## src/rtl/scale_pkg.sv

```systemverilog
// Shared timebase-selector types, index limits and saturating step helper.
// Imported by scale_selector and by the downstream time/div lookup stage.
package scale_pkg;

    localparam int SCALE_W = 4;

    localparam logic [SCALE_W-1:0] SCALE_MIN     = 4'd0;
    localparam logic [SCALE_W-1:0] SCALE_MAX     = 4'd12;
    localparam logic [SCALE_W-1:0] SCALE_DEFAULT = 4'd9;

    typedef enum logic [1:0] {
        IDLE,
        HOLD,
        REPEAT,
        LOCK
    } sel_state_t;

    typedef enum logic {
        UP,
        DN
    } dir_t;

    // Saturating +/-1 on the scale index; never leaves MIN..MAX.
    function automatic logic [SCALE_W-1:0] scale_step(
        input logic [SCALE_W-1:0] cur,
        input logic               up,
        input logic               dn
    );
        if (up && cur != SCALE_MAX) begin
            return cur + 1'b1;
        end
        if (dn && cur != SCALE_MIN) begin
            return cur - 1'b1;
        end
        return cur;
    endfunction

endpackage

```

## src/rtl/button_debounce.sv

```systemverilog
// Two-flop synchroniser plus stable-count debouncer for one pushbutton.
// Ports: clk, rst (sync, active-high), raw (async button), level (debounced).
module button_debounce #(
    parameter int DEBOUNCE_CYCLES = 1_000_000
) (
    input  logic clk,
    input  logic rst,
    input  logic raw,
    output logic level
);

    localparam int CNT_W =
        (DEBOUNCE_CYCLES > 1) ? $clog2(DEBOUNCE_CYCLES) : 1;
    localparam logic [CNT_W-1:0] CNT_LAST =
        CNT_W'(DEBOUNCE_CYCLES - 1);

    logic             sync_q1;
    logic             sync_q2;
    logic [CNT_W-1:0] cnt;

    always_ff @(posedge clk) begin
        if (rst) begin
            sync_q1 <= 1'b0;
            sync_q2 <= 1'b0;
            cnt     <= '0;
            level   <= 1'b0;
        end else begin
            sync_q1 <= raw;
            sync_q2 <= sync_q1;
            if (sync_q2 == level) begin
                cnt <= '0;
            end else if (cnt == CNT_LAST) begin
                level <= sync_q2;
                cnt   <= '0;
            end else begin
                cnt <= cnt + 1'b1;
            end
        end
    end

endmodule

```

## src/rtl/scale_selector.sv

```systemverilog
// Up/down pushbutton timebase selector with auto-repeat and saturation.
// Ports: clk, rst, btn_up, btn_down -> scale_out, scale_changed, at_min, at_max.
module scale_selector
    import scale_pkg::*;
#(
    parameter int DEBOUNCE_CYCLES = 1_000_000,
    parameter int HOLD_CYCLES     = 50_000_000,
    parameter int REPEAT_CYCLES   = 20_000_000,
    parameter int DEFAULT_SCALE   = int'(SCALE_DEFAULT)
) (
    input  logic               clk,
    input  logic               rst,
    input  logic               btn_up,
    input  logic               btn_down,
    output logic [SCALE_W-1:0] scale_out,
    output logic               scale_changed,
    output logic               at_min,
    output logic               at_max
);

    localparam int TIMER_MAX =
        (HOLD_CYCLES > REPEAT_CYCLES) ? HOLD_CYCLES : REPEAT_CYCLES;
    localparam int TIMER_W =
        (TIMER_MAX > 1) ? $clog2(TIMER_MAX) : 1;

    localparam logic [TIMER_W-1:0] HOLD_LAST =
        TIMER_W'(HOLD_CYCLES - 1);
    localparam logic [TIMER_W-1:0] REPEAT_LAST =
        TIMER_W'(REPEAT_CYCLES - 1);
    localparam logic [SCALE_W-1:0] RST_SCALE =
        SCALE_W'(DEFAULT_SCALE);

    logic up_db;
    logic dn_db;

    button_debounce #(
        .DEBOUNCE_CYCLES(DEBOUNCE_CYCLES)
    ) u_db_up (
        .clk  (clk),
        .rst  (rst),
        .raw  (btn_up),
        .level(up_db)
    );

    button_debounce #(
        .DEBOUNCE_CYCLES(DEBOUNCE_CYCLES)
    ) u_db_dn (
        .clk  (clk),
        .rst  (rst),
        .raw  (btn_down),
        .level(dn_db)
    );

    sel_state_t         state;
    sel_state_t         state_n;
    dir_t               dir;
    dir_t               dir_n;
    logic [TIMER_W-1:0] timer;
    logic [TIMER_W-1:0] timer_n;
    logic [TIMER_W-1:0] term;
    logic               mine;
    logic               other;
    logic               step_up;
    logic               step_dn;
    logic [SCALE_W-1:0] scale_next;

    always_ff @(posedge clk) begin
        if (rst) begin
            state <= IDLE;
            dir   <= UP;
            timer <= '0;
        end else begin
            state <= state_n;
            dir   <= dir_n;
            timer <= timer_n;
        end
    end

    always_comb begin
        state_n = state;
        dir_n   = dir;
        timer_n = timer;
        step_up = 1'b0;
        step_dn = 1'b0;
        mine    = (dir == UP) ? up_db : dn_db;
        other   = (dir == UP) ? dn_db : up_db;
        term    = (state == REPEAT) ? REPEAT_LAST : HOLD_LAST;

        unique case (state)
            IDLE: begin
                unique case (1'b1)
                    (up_db & ~dn_db): begin
                        step_up = 1'b1;
                        dir_n   = UP;
                        timer_n = '0;
                        state_n = HOLD;
                    end
                    (dn_db & ~up_db): begin
                        step_dn = 1'b1;
                        dir_n   = DN;
                        timer_n = '0;
                        state_n = HOLD;
                    end
                    (up_db & dn_db): begin
                        state_n = LOCK;
                    end
                    default: begin
                        state_n = IDLE;
                    end
                endcase
            end
            HOLD, REPEAT: begin
                // Clearing the timer on every exit keeps it from wrapping.
                if (other) begin
                    state_n = LOCK;
                    timer_n = '0;
                end else if (!mine) begin
                    state_n = IDLE;
                    timer_n = '0;
                end else if (timer == term) begin
                    step_up = (dir == UP);
                    step_dn = (dir == DN);
                    timer_n = '0;
                    state_n = REPEAT;
                end else begin
                    timer_n = timer + 1'b1;
                end
            end
            LOCK: begin
                if (!up_db && !dn_db) begin
                    state_n = IDLE;
                end
            end
            default: begin
                state_n = IDLE;
            end
        endcase
    end

    assign scale_next = scale_step(scale_out, step_up, step_dn);

    always_ff @(posedge clk) begin
        if (rst) begin
            scale_out     <= RST_SCALE;
            scale_changed <= 1'b0;
            at_min        <= 1'b0;
            at_max        <= 1'b0;
        end else begin
            scale_out     <= scale_next;
            scale_changed <= (scale_next != scale_out);
            at_min        <= (scale_next == SCALE_MIN);
            at_max        <= (scale_next == SCALE_MAX);
        end
    end

endmodule

```

## config.mk

```make
export PLATFORM = sky130hd
export DESIGN_NAME = scale_selector
export DESIGN_NICKNAME = d
export VERILOG_FILES = /design/src/rtl/scale_pkg.sv /design/src/rtl/button_debounce.sv /design/src/rtl/scale_selector.sv
export SDC_FILE = /design/constraint.sdc
export NUM_CORES = 1
export LEC_CHECK = 0
export BUFFER_PORTS_ARGS = -buffer_cell sky130_fd_sc_hd__buf_2
export CAP_MARGIN = 40
export CORE_MARGIN = 4
export CORE_UTILIZATION = 30
export DETAILED_ROUTE_END_ITERATION = 10
export GPL_TIMING_DRIVEN = 1
export PLACE_DENSITY = 0.48
export SKIP_LAST_GASP = 1
export SLEW_MARGIN = 20
export SYNTH_ARGS = -nofsm -noshare
export SYNTH_HDL_FRONTEND = slang
export SYNTH_SLANG_ARGS = --single-unit
```

## constraint.sdc

```tcl
create_clock -name clk -period 5.2 [get_ports clk]
set_input_delay 1.04 -clock clk [delete_from_list [all_inputs] [get_ports clk]]
set_output_delay 1.04 -clock clk [all_outputs]
set_load 0.005 [all_outputs]
```

==> reports/metrics.yaml <==
pwr_density_cell_mw_per_mm2: 297.3
cts.sinks: 82
worstSkewPairLatency_ns: 0.33
cts_root_buffer: "clkbuf_16"
num_vias: 2958
fmax_mhz: 376.8
grt_max_degree: 21
synthTopCellsByArea: "dfxtp_1 42%, nor2_1 7.5%, xnor2_1 6.7%"
final.setup_skew_ns: 0.006449
end_kind: "register"
place_congestion: 0.8081
fin_util_pct: 35.14
hold_viol: 0
antenna_cells: 0
maxSlewViolCount: 0
seq_area_frac_synth_pct: 42.00
grt.total_usage_pct: 10.85
r2r_setup_slack_ns: 2.55
postCtsHoldBufs: 0
leakagePower_nw: 1.527
htree_levels: 3
ys_types: 41
period_share_pct: 51.04
cap_violations: 0
post_drt_wl_per_cell_um: 11.68
start_util_pct: 30.85
max_slew_margin_pct: 54.91
drt-initial-drc-count: 138
irDropWorstVdd_mv: 0.1435
rsz0062_at_grt: "false"
routed_via_density: 4.644
ys_seq_elements: 82
firstDrtPassIters: 4
first_global_vias: 2823
final_antenna_net_count: 0
syn_inst: 451
path_cells: "inv_1 > ha_1 > and4b_1 > nand4_1 > a2111oi_4 > a21oi_1 > or3_1 > and3_1 > nor4_2"
r2r_end: "at_min"
clkTransAtPathRegs_ns: 0.06
dieArea_mm2: 0.01492
yosysWarnings: 0
syn2layout_area_growth_pct: 13.92
worstHoldPathType: "register to register"
rows: 41
synthDominantCellAreaShare_pct: 42.00
crit_end: "at_min"
finalPower_mw: 1.324
io_pins: 11
syn_area_per_cell_um2: 8.667
postCtsResizedCells: 0
grt_pass1_wl_mm: 13.12
yosys-top-cells-count: "82 x dfxtp_1, 78 x nor2_1, 32 x nand2_1"
overflow: 0
die_x_um: 122.1
fp.dieH_um: 122.1
finalSetupTns_ns: 0
path_class: "register to register"
antenna_found_initial: 0
path_max_fanout: 6
r2r-start: "state[0]"
drive_gt1_share_pct: 7.312
yosysTopAreaCell: "dfxtp_1"
wirelength_mm: 7.441
numCtsBuffers: 9
worst-path-stages: 9
critPathRequiredTime_ns: 5.45
coreArea_mm2: 0.01267
worstMarginPinSlew_ns: 0.6764
synth.most_common_cell: "dfxtp_1"
synthFlopType: "dfxtp_1"
hpwl_mm: 5.347
crit_start: "state[0]"
outcome: "completed"
path_buf_inv: 1
nets: 480
synthArstFlopShare_pct: 0
rr_worst_depth: 9
start_kind: "register"
finalCriticalPeriod_ns: 2.654
worst_path_largest_cell_delay_ns: 0.43
crit_family: "simple AND/OR/NAND/NOR gates"
synth-edff-count: 0
crit_slowest_cell: "a2111oi_4"
port_buffers: 10
arrival_ns: 2.90
setup_violations: 0
synthesis.area_mm2: 0.003909
clockBufferDepth: 2
cts_tree: "yes"
synth_nets: 469
post_cts_buffers: 0
drc: 0
==> power breakdown <==
part / switching, mW / internal (mW)
clock: 0.241 / 0.428
combinational: 0.0133 / 0.00784
sequential: 0.00290 / 0.631
==> worst reg2reg max path: stages, from the launching register on <==
cell       delay, ns
dfxtp_1         0.37
inv_1           0.08
ha_1            0.27
and4b_1         0.27
nand4_1         0.18
a2111oi_4       0.43
a21oi_1         0.25
or3_1           0.37
and3_1          0.16
nor4_2          0.18
==> worst min path at each step <==
stage / start / end / slack, ns / cells after the start
after floorplan: u_db_dn.sync_q1 / u_db_dn.sync_q2 / 0.41 / 1
after global placement: u_db_dn.sync_q1 / u_db_dn.sync_q2 / 0.43 / 1
after detailed placement: u_db_up.sync_q1 / u_db_up.sync_q2 / 0.43 / 1
after CTS: u_db_up.sync_q1 / u_db_up.sync_q2 / 0.45 / 1
after global routing: u_db_up.sync_q1 / u_db_up.sync_q2 / 0.46 / 1
final: u_db_up.sync_q1 / u_db_up.sync_q2 / 0.44 / 1
==> metrics by stage <==
stage / hold slack [ns] / setup slack [ns] / instance area [um^2] / cells
after floorplan: 0.4138 / 2.771 / 3909 / 451
after global placement: 0.4303 / 2.461 / 4130 / 622
after detailed placement: 0.4292 / 2.534 / 4145 / 623
after CTS: 0.4488 / 2.512 / 4453 / 637
after global routing: 0.4610 / 2.245 / 4453 / 637
final: 0.4439 / 2.546 / 4453 / 637
==> cells in the final DEF (no fill, tap or decap), types with 3 or more instances in the layout <==
| cell type | synthesis | routed |
|---|---|---|
| dfxtp_1 | 82 | 82 |
| nor2_1 | 78 | 78 |
| nand2_1 | 32 | 32 |
| xnor2_1 | 30 | 30 |
| xor2_1 | 29 | 29 |
| nand3_1 | 26 | 26 |
| and3_1 | 18 | 18 |
| nand4_1 | 15 | 15 |
| a21oi_1 | 15 | 15 |
| inv_1 | 14 | 14 |
| ha_1 | 14 | 14 |
| nor3_1 | 11 | 11 |
| or3_1 | 11 | 11 |
| nor2b_1 | 10 | 10 |
| buf_2 | 2 | 10 |
| o21ai_0 | 9 | 9 |
| clkbuf_16 | 0 | 9 |
| mux2i_1 | 6 | 6 |
| nand2b_1 | 3 | 3 |
| nor4b_1 | 3 | 3 |
| and2_1 | 3 | 3 |
==> area by class of cell <==
type | instances | area [um^2]
inverters | 14 | 52.55
well taps | 172 | 215.2
repair buffers | 11 | 65.06
clock buffers | 11 | 242.7
fillers | 1349 | 8218
flip-flops and latches | 82 | 1642
clock inverters | 3 | 65.06
multi-input cells | 344 | 2171
==> registers in the layout (all words and copies together) (netlist names), 2 cells and up <==
register and flops:
scale_out 4, state 2, timer 26, u_db_dn.cnt 20, u_db_up.cnt 20
==> kinds of logic after synthesis <==
family / after synthesis / share of synthesized area [%]
buffers and inverters: 25 / 2.465
XOR/XNOR: 59 / 13.22
AO/OA/AOI/OAI: 36 / 5.986
flip-flops: 82 / 42.00
AND/OR/NAND/NOR: 227 / 29.74
multiplexers: 8 / 2.113
adder cells (fa/ha/maj): 14 / 4.481
==> routing by layer <==
layer | vias up | routed length [um] | track usage, %
met4 | 0 | 72 | 3.779
met5 | - | 0 | 0
met3 | 5 | 188 | 3.110
li1 | 1554 | - | -
met2 | 18 | 3441 | 17.51
met1 | 1381 | 3739 | 13.89
(Power assumes the default switching activity.)
